==> src/rtl/arb_pkg.sv <==
// Shared constants and state encoding for the eight-way round-robin arbiter.
package arb_pkg;
  localparam int unsigned N_REQ = 8;
  localparam int unsigned IDX_W = 3;
  localparam int unsigned CNT_W = 8;

  typedef enum logic [1:0] {
    ST_IDLE  = 2'd0,
    ST_GRANT = 2'd1,
    ST_GAP   = 2'd2
  } state_e;
endpackage

==> src/rtl/rr_arbiter8_if.sv <==
// Request/grant bundle between the requesters (master) and the arbiter (slave).
interface rr_arbiter8_if;
  import arb_pkg::*;

  logic [N_REQ-1:0] req;
  logic [N_REQ-1:0] gnt;
  logic [IDX_W-1:0] gnt_idx;
  logic             gnt_valid;
  logic             preempt;
  logic [IDX_W-1:0] last_idx;

  modport master (output req, input gnt, gnt_idx, gnt_valid, preempt, last_idx);
  modport slave  (input req, output gnt, gnt_idx, gnt_valid, preempt, last_idx);
endinterface

==> src/rtl/rr_pick8.sv <==
// Combinational rotated-priority pick: first set request after last_idx, wrapping mod 8.
module rr_pick8
  import arb_pkg::*;
(
  input  logic [N_REQ-1:0] req,
  input  logic [IDX_W-1:0] last_idx,
  output logic             any,
  output logic [IDX_W-1:0] win_idx
);
  logic [IDX_W-1:0]   off;
  logic [2*N_REQ-1:0] dbl;
  logic [N_REQ-1:0]   rot;
  logic [IDX_W-1:0]   enc;

  // Rotate so the slot after the last owner sits at bit 0, encode lowest set bit, undo rotation.
  always_comb begin
    off = last_idx + IDX_W'(1);
    dbl = {req, req} >> off;
    rot = dbl[N_REQ-1:0];
    enc = '0;
    for (int i = int'(N_REQ) - 1; i >= 0; i--) begin
      if (rot[i]) enc = IDX_W'(i);
    end
    any     = |req;
    win_idx = enc + off;
  end
endmodule

==> src/rtl/rr_arbiter8.sv <==
// Round-robin arbiter for eight requesters with turnaround gap and optional hold-time preemption.
module rr_arbiter8
  import arb_pkg::*;
#(
  parameter int unsigned MAX_HOLD = 16
) (
  input  logic          clk,
  input  logic          rst_n,
  rr_arbiter8_if.slave  bus
);
  localparam bit               HOLD_EN   = (MAX_HOLD != 0);
  localparam logic [CNT_W-1:0] HOLD_LAST = CNT_W'((MAX_HOLD == 0) ? 0 : MAX_HOLD - 1);
  localparam logic [CNT_W-1:0] CNT_MAX   = '1;

  state_e           state_q, state_d;
  logic [N_REQ-1:0] gnt_q, gnt_d;
  logic [IDX_W-1:0] idx_q, idx_d;
  logic             valid_q, valid_d;
  logic             preempt_q, preempt_d;
  logic [IDX_W-1:0] last_q, last_d;
  logic [CNT_W-1:0] cnt_q, cnt_d;

  logic             pick_any_c;
  logic [IDX_W-1:0] pick_idx_c;

  rr_pick8 u_pick (
    .req      (bus.req),
    .last_idx (last_q),
    .any      (pick_any_c),
    .win_idx  (pick_idx_c)
  );

  always_ff @(posedge clk or negedge rst_n) begin
    if (!rst_n) begin
      state_q   <= ST_IDLE;
      gnt_q     <= '0;
      idx_q     <= '0;
      valid_q   <= 1'b0;
      preempt_q <= 1'b0;
      last_q    <= IDX_W'(N_REQ - 1);
      cnt_q     <= '0;
    end else begin
      state_q   <= state_d;
      gnt_q     <= gnt_d;
      idx_q     <= idx_d;
      valid_q   <= valid_d;
      preempt_q <= preempt_d;
      last_q    <= last_d;
      cnt_q     <= cnt_d;
    end
  end

  // Next-state and next-output logic; preempt is a pulse so it defaults low.
  always_comb begin
    state_d   = state_q;
    gnt_d     = gnt_q;
    idx_d     = idx_q;
    valid_d   = valid_q;
    preempt_d = 1'b0;
    last_d    = last_q;
    cnt_d     = cnt_q;

    case (state_q)
      ST_IDLE: begin
        if (pick_any_c) begin
          gnt_d   = N_REQ'(1) << pick_idx_c;
          idx_d   = pick_idx_c;
          last_d  = pick_idx_c;
          valid_d = 1'b1;
          cnt_d   = '0;
          state_d = ST_GRANT;
        end
      end
      ST_GRANT: begin
        cnt_d = (cnt_q == CNT_MAX) ? cnt_q : cnt_q + CNT_W'(1);
        // A release on the timeout edge wins over preemption.
        if (!bus.req[idx_q]) begin
          gnt_d   = '0;
          valid_d = 1'b0;
          state_d = ST_GAP;
        end else if (HOLD_EN && (cnt_q == HOLD_LAST)) begin
          gnt_d     = '0;
          valid_d   = 1'b0;
          preempt_d = 1'b1;
          state_d   = ST_GAP;
        end
      end
      ST_GAP: begin
        state_d = ST_IDLE;
      end
      default: begin
        state_d = ST_IDLE;
      end
    endcase
  end

  assign bus.gnt       = gnt_q;
  assign bus.gnt_idx   = idx_q;
  assign bus.gnt_valid = valid_q;
  assign bus.preempt   = preempt_q;
  assign bus.last_idx  = last_q;
endmodule

==> src/flat_wrapper.sv <==
// flat-port wrapper written by rule: the top's interface ports become plain ports
module rr_arbiter8_flat import arb_pkg::*;
#(
  parameter int unsigned MAX_HOLD = 16
)
  (clk, rst_n, bus_req, bus_gnt, bus_gnt_idx, bus_gnt_valid, bus_preempt, bus_last_idx);
  rr_arbiter8_if bus_i ();
  input  logic clk;
  input  logic rst_n;
  input wire logic [$bits(bus_i.req)-1:0] bus_req;
  output wire logic [$bits(bus_i.gnt)-1:0] bus_gnt;
  output wire logic [$bits(bus_i.gnt_idx)-1:0] bus_gnt_idx;
  output wire logic [$bits(bus_i.gnt_valid)-1:0] bus_gnt_valid;
  output wire logic [$bits(bus_i.preempt)-1:0] bus_preempt;
  output wire logic [$bits(bus_i.last_idx)-1:0] bus_last_idx;
  assign bus_i.req = bus_req;
  assign bus_gnt = bus_i.gnt;
  assign bus_gnt_idx = bus_i.gnt_idx;
  assign bus_gnt_valid = bus_i.gnt_valid;
  assign bus_preempt = bus_i.preempt;
  assign bus_last_idx = bus_i.last_idx;
  rr_arbiter8 #(.MAX_HOLD(MAX_HOLD)) u_core (.clk(clk), .rst_n(rst_n), .bus(bus_i));
endmodule
==> config.mk <==
export PLATFORM = sky130hd
export DESIGN_NAME = rr_arbiter8_flat
export DESIGN_NICKNAME = d
export VERILOG_FILES = /design/src/rtl/arb_pkg.sv /design/src/rtl/rr_arbiter8_if.sv /design/src/rtl/rr_pick8.sv /design/src/rtl/rr_arbiter8.sv /design/src/flat_wrapper.sv
export SDC_FILE = /design/constraint.sdc
export NUM_CORES = 1
export LEC_CHECK = 0
export ABC_AREA = 1
export CAP_MARGIN = 40
export CELL_PAD_IN_SITES_DETAIL_PLACEMENT = 2
export CELL_PAD_IN_SITES_GLOBAL_PLACEMENT = 2
export CORE_UTILIZATION = 28
export CTS_CLUSTER_DIAMETER = 50
export DETAILED_ROUTE_END_ITERATION = 7
export PLACE_DENSITY = 0.82
export REMOVE_ABC_BUFFERS = 1
export SYNTH_ARGS = -nofsm -noshare
export SYNTH_HDL_FRONTEND = slang
export SYNTH_SLANG_ARGS = --single-unit
==> constraint.sdc <==
create_clock -name clk -period 2.9 [get_ports clk]
set_input_delay 0.58 -clock clk [delete_from_list [all_inputs] [get_ports clk]]
set_output_delay 0.58 -clock clk [all_outputs]
set_load 0.1 [all_outputs]
==> metrics, run 1 <==
startpoint types=primary input; total gr overflow=0; first-pass GRT wire length=10900 um; WL/cell=19.2 um; final setup violation count=12; P&R area growth vs syn=42.1%; Max Clk Rate=around 310 MHz; Placement Cell Area=2340 um2; Port Buffers=25; cell area after synthesis=1860 um2; via count=~2000; DRT iter0 DRCs=54; failing checks=setup timing; Clock Path Buffers=2; Die W=about 84 um; number of synthesized register bits=26; FILL cells=740; GRT Overall Usage=0.195; diode count=0; htree depth=1; Worst R2R Path Depth=20; clk root buf=clkbuf_8; Final ANT Viol Nets=0; Top FF cell, synth=dfrtp_1; Max-Cap Viols=0; layout cells sized above 1=0.392; crit end category=flip-flop; # nets final=331; Seq/Total Area, Yosys=0.351; crit path from=bus_req[4]; Max FO, Critical Path=6; Synth warnings=0; Core Region=approximately 6400 um2; post-DP HPWL=4810 um; Post-synth EDFFs=0; fin cells=between 300 and 400; routability cong.=0.783; initial antenna violation count=0; Placed Cells=381; Worst Skew=0.00897 ns; starting density of the core=0.292; Final Max Slew Viols=0; R2R setup slack=-0.26 ns; Fin Hold WS=0.488 ns; Die Ht=~84 um; Worst-path clk slew=0.09 ns; clock latency at the later pin of the worst-skew pair=0.28 ns; CTS tree=built; Hold Buf Count CTS=0; Unique masters post-synth=35; Post-Synthesis Cells=256; fin area=2650 um2; CTS Buf Count=3; R2R Path Start=u_core.bus.last_idx[0]; critical path class=in2reg; fin crit share=1.10; DIE AREA=6980 um2; vias in the first global route=approximately 2200; worst setup path end=u_core.bus.gnt[2]; most frequent cells in the layout=nand2_1, buf_4, nand2_2, dfrtp_1, nand3_1; Hold Vio Cnt, Final=0; Async S/R FF share, synth=1.00; Critical Path RT=3.10 ns; Hold Path Class=reg2reg; DRC=0; worst setup margin=-0.283 ns; status=finished with violations; FP Rows=29; syn_area_per_cell=7.27 um2; FF-to-FF End=u_core.bus.gnt[2]; Tmin final=3.18 ns; WL final=7550 um; worst slew pin tran=0.490 ns; leading cell type in the layout, fill and taps excluded=nand2_1; vias per cell=slightly above 5; Max-slew headroom=0.673; IO Count=26; first-pass iteration count of the detailed router=4; dpl ws=-0.445 ns; largest net degree at the start of global routing=27; clock sinks=26; Worst Path Arrival=3.39 ns; RSZ-0062 raised after global routing=yes
==> worst max-delay path, stage by stage <==
cell	delay, ns
clkdlybuf4s50_1	0.48
nand2_1	0.20
nand3_4	0.11
nand2_2	0.09
nand2_1	0.07
nand2_1	0.06
nand2_1	0.05
nand2_1	0.06
nand2_1	0.06
nand2_1	0.06
nand2_1	0.05
a21boi_1	0.16
ha_2	0.20
inv_2	0.04
fa_2	0.35
xnor2_2	0.20
buf_4	0.18
nand2_8	0.08
nand2_4	0.09
nand2_1	0.08
nand2_1	0.11
==> synth_stat cells (2+ instances only) <==
cell | instances | area share
nor3_1 | 3 | 0.0081
inv_2 | 2 | 0.0040
nand3_2 | 8 | 0.043
inv_1 | 25 | 0.050
a21oi_1 | 4 | 0.011
buf_6 | 3 | 0.018
nand4_1 | 2 | 0.0067
o211ai_1 | 2 | 0.0081
nand2_4 | 3 | 0.018
nand3_1 | 30 | 0.081
dfrtp_1 | 23 | 0.31
xor2_1 | 3 | 0.014
nand2_1 | 86 | 0.17
dfstp_2 | 3 | 0.042
o21ai_0 | 6 | 0.016
nand2_2 | 15 | 0.050
nor2_2 | 3 | 0.010
ha_1 | 3 | 0.020
nor2_1 | 16 | 0.032
==> metal layers <==
metal | part of all wire | vias to the layer above | global-route usage
met5 | 0 | - | 0
met4 | 0.015 | 0 | 0.0416
met3 | 0.017 | 8 | 0.0277
met2 | 0.56 | 21 | 0.379
met1 | 0.40 | 1019 | 0.223
li1 | - | 940 | -
==> layout make-up <==
| cell class | instances | area [um2] | share of cell area |
|---|---|---|---|
| multi-input cells | 198 | 1230 | 0.463 |
| flip-flops and latches | 26 | 654 | 0.247 |
| repair buffers | 59 | 488 | 0.184 |
| inverters | 29 | 126 | 0.0478 |
| well taps | 77 | 96.3 | 0.0364 |
| clock buffers | 4 | 55.1 | 0.0208 |
==> worst min path at each step <==
stage	start	endpoint	slack (ns)	depth (start not counted)
2_1_floorplan	rst_n	u_core.bus.gnt[0]	0.28	0
3_3_place_gp	u_core.bus.gnt[7]	u_core.bus.gnt[7]	0.47	2
3_5_place_dp	u_core.bus.gnt_valid	u_core.bus.gnt_valid	0.47	2
4_1_cts	u_core.bus.gnt_valid	u_core.bus.gnt_valid	0.49	2
5_1_grt	u_core.bus.gnt_valid	u_core.bus.gnt_valid	0.54	2
6_report	u_core.bus.gnt_valid	u_core.bus.gnt_valid	0.49	2
==> logic make-up after synthesis <==
family / count (synthesis) / share of synthesized area
xor gates and xnor gates: 4 / 0.0188
buffers and inverters: 32 / 0.0806
DFF: 26 / 0.351
adders and majority gates: 4 / 0.0309
AOI/OAI and AO/OA: 19 / 0.0625
and+or+nand+nor: 171 / 0.456
==> flip-flops by register name, summed over array words and instances (netlist names) <==
register,flops
u_core.bus.gnt,8
u_core.bus.last_idx,3
u_core.bus.gnt_idx,3
u_core.state_q,2
u_core.bus.gnt_valid,1
u_core.bus.preempt,1
u_core.cnt_q,8
==> through the flow <==
step                       util  setup TNS (ns)
final                     0.414           -2.11
after global routing      0.414           -3.90
after CTS                 0.381         -0.0506
after detailed placement  0.367           -4.53
after global placement    0.367           -3.00
after floorplan               -           -6.47
==> repair_timing <==
action,CTS,global route
pin swaps,3,5
endpoints found under the setup margin,12,12
buffers inserted,2,6
resized for setup,10,43
Power of run 1 is not shown: default switching activity piles up to over one toggle a cycle in this logic, so the estimate is an artifact.
==> run 2, diff against run 1 <==
--- a/config.mk
+++ b/config.mk
@@ -14,6 +14,7 @@
 export DETAILED_ROUTE_END_ITERATION = 7
 export PLACE_DENSITY = 0.82
 export REMOVE_ABC_BUFFERS = 1
+export SETUP_SLACK_MARGIN = 0.05
 export SYNTH_ARGS = -nofsm -noshare
 export SYNTH_HDL_FRONTEND = slang
 export SYNTH_SLANG_ARGS = --single-unit
==> metrics, run 2 (synthesized netlist as in run 1, its figures left out) <==
status=finished with violations; failing checks=setup timing; DRC=0; DRT iter0 DRCs=50; R2R Path Start=u_core.bus.last_idx[0]; Max-Cap Viols=0; hold depth=2; GRT Overall Usage=0.211; DIE AREA=~7000 um2; via count=2012; CTS tree=built; FP Rows=29; Worst Skew=a little over 0.01 ns; total gr overflow=0; htree depth=1; Clock Path Buffers=2; clk root buf=clkbuf_8; Tmin final=3.03 ns; most frequent cells in the layout=nand2_1, buf_4, nand2_2, dfrtp_1, nand3_1; starting density of the core=0.292; Final ANT Viol Nets=0; Core Region=6390 um2; crit path from=u_core.bus.last_idx[0]; fin area=approximately 2700 um2; Setup TNS=-1.09 ns; first-pass GRT wire length=11800 um; crit end category=flip-flop; CTS Buf Count=3; final setup violation count=11; WL final=between 7000 and 8000 um; Port Buffers=25; Hold Path Class=reg2reg; Reg area=654 um2; vias in the first global route=2288; # nets final=332; P&R area growth vs syn=42.7%; Die Ht=83.5 um; Max Clk Rate=approximately 330 MHz; Die W=83.5 um; Multi-input gate area=1240 um2; dpl ws=-0.445 ns; Worst Path Arrival=approximately 3.2 ns; fin cells=394; worst hold start=u_core.bus.gnt_valid; clock sinks=26; leading cell type in the layout, fill and taps excluded=nand2_1; critical path class=reg2reg; diode count=0; FILL cells=748; post-DP HPWL=4810 um; Final Max Slew Viols=0; worst setup margin=-0.126 ns; Max FO, Critical Path=8; initial antenna violation count=0; fin crit share=1.04; Worst-path clk slew=approximately 0.090 ns; worst slew pin tran=0.460 ns; RSZ-0062 raised after global routing=yes; Hold Vio Cnt, Final=0; Placed Cells=roughly 380; startpoint types=flip-flop; Worst R2R Path Depth=20; largest net degree at the start of global routing=27; layout cells sized above 1=0.394; first-pass iteration count of the detailed router=4; IO Count=26; routability cong.=between 0.7 and 0.8; vias per cell=5.11; clock latency at the later pin of the worst-skew pair=0.28 ns; WL/cell=roughly 18 um; Critical Path RT=3.06 ns; Placement Cell Area=approximately 2300 um2; Max-slew headroom=0.692
run 2: cell count changes in the layout (fill, tap and decap cells not counted), sizes merged:
cell	change
dlygate4sd2	+4
dlymetal6s2s	-1
clkdlybuf4s50	-3
inv	+1
run 2: worst paths after layout:
check                                         endpoint  slack, ns
min in group asynchronous              u_core.cnt_q[1]       0.68
worst min-delay path              u_core.bus.gnt_valid       0.49
max in group asynchronous       u_core.bus.last_idx[2]       1.91
worst min register to register    u_core.bus.gnt_valid       0.49
worst max-delay path                 u_core.bus.gnt[5]      -0.13
worst max register to register       u_core.bus.gnt[5]      -0.13
run 2: worst max-delay path, cell delays in order (launching register included):
cell and delay [ns]:
dfstp_2 0.59, ha_4 0.22, buf_12 0.16, nand3_4 0.08, nand2_2 0.08, nand2_1 0.08
nand2_1 0.09, nand2_1 0.06, nand2_1 0.07, nand2_1 0.06, nand2_1 0.07, nand2_1 0.05
a21boi_1 0.13, ha_2 0.19, inv_2 0.03, fa_2 0.34, xnor2_2 0.19, buf_4 0.17
nand2_8 0.08, nand3_1 0.09, nand2_1 0.06
run 2: layout make-up:
type                            count  share of cell area
Timing Repair inverter              1             0.00141
Sequential cell                    26               0.246
Multi-Input combinational cell    198               0.468
Tap cell                           77              0.0363
Timing Repair Buffer               59               0.181
Inverter                           29              0.0466
Clock buffer                        4              0.0207
run 2: layer usage:
| metal | routed length, um | share of wire | vias to the layer above | track usage |
|---|---|---|---|---|
| met3 | 160 | 0.023 | 6 | 0.0326 |
| met4 | 48 | 0.0068 | 0 | 0.0339 |
| met1 | 2930 | 0.42 | 1037 | 0.253 |
| met5 | 0 | 0 | - | 0 |
| met2 | 3880 | 0.55 | 27 | 0.402 |
| li1 | - | - | 942 | - |
run 2: stage by stage:
stage           util  hold slack [ns]
2_1_floorplan      -            0.284
3_3_place_gp   0.367            0.468
3_5_place_dp   0.367            0.472
4_1_cts        0.406            0.495
5_1_grt        0.416            0.526
6_report       0.416            0.488
run 2: timing repair:
action / in CTS / in global routing
pin swaps: 8 / 0
hold buffers: 0 / 0
resized for setup: 46 / 11
endpoints found under the setup margin: 12 / 12
setup buffers: 6 / 2
gates cloned: 1 / 0
Power of run 2 is left out for the same reason.
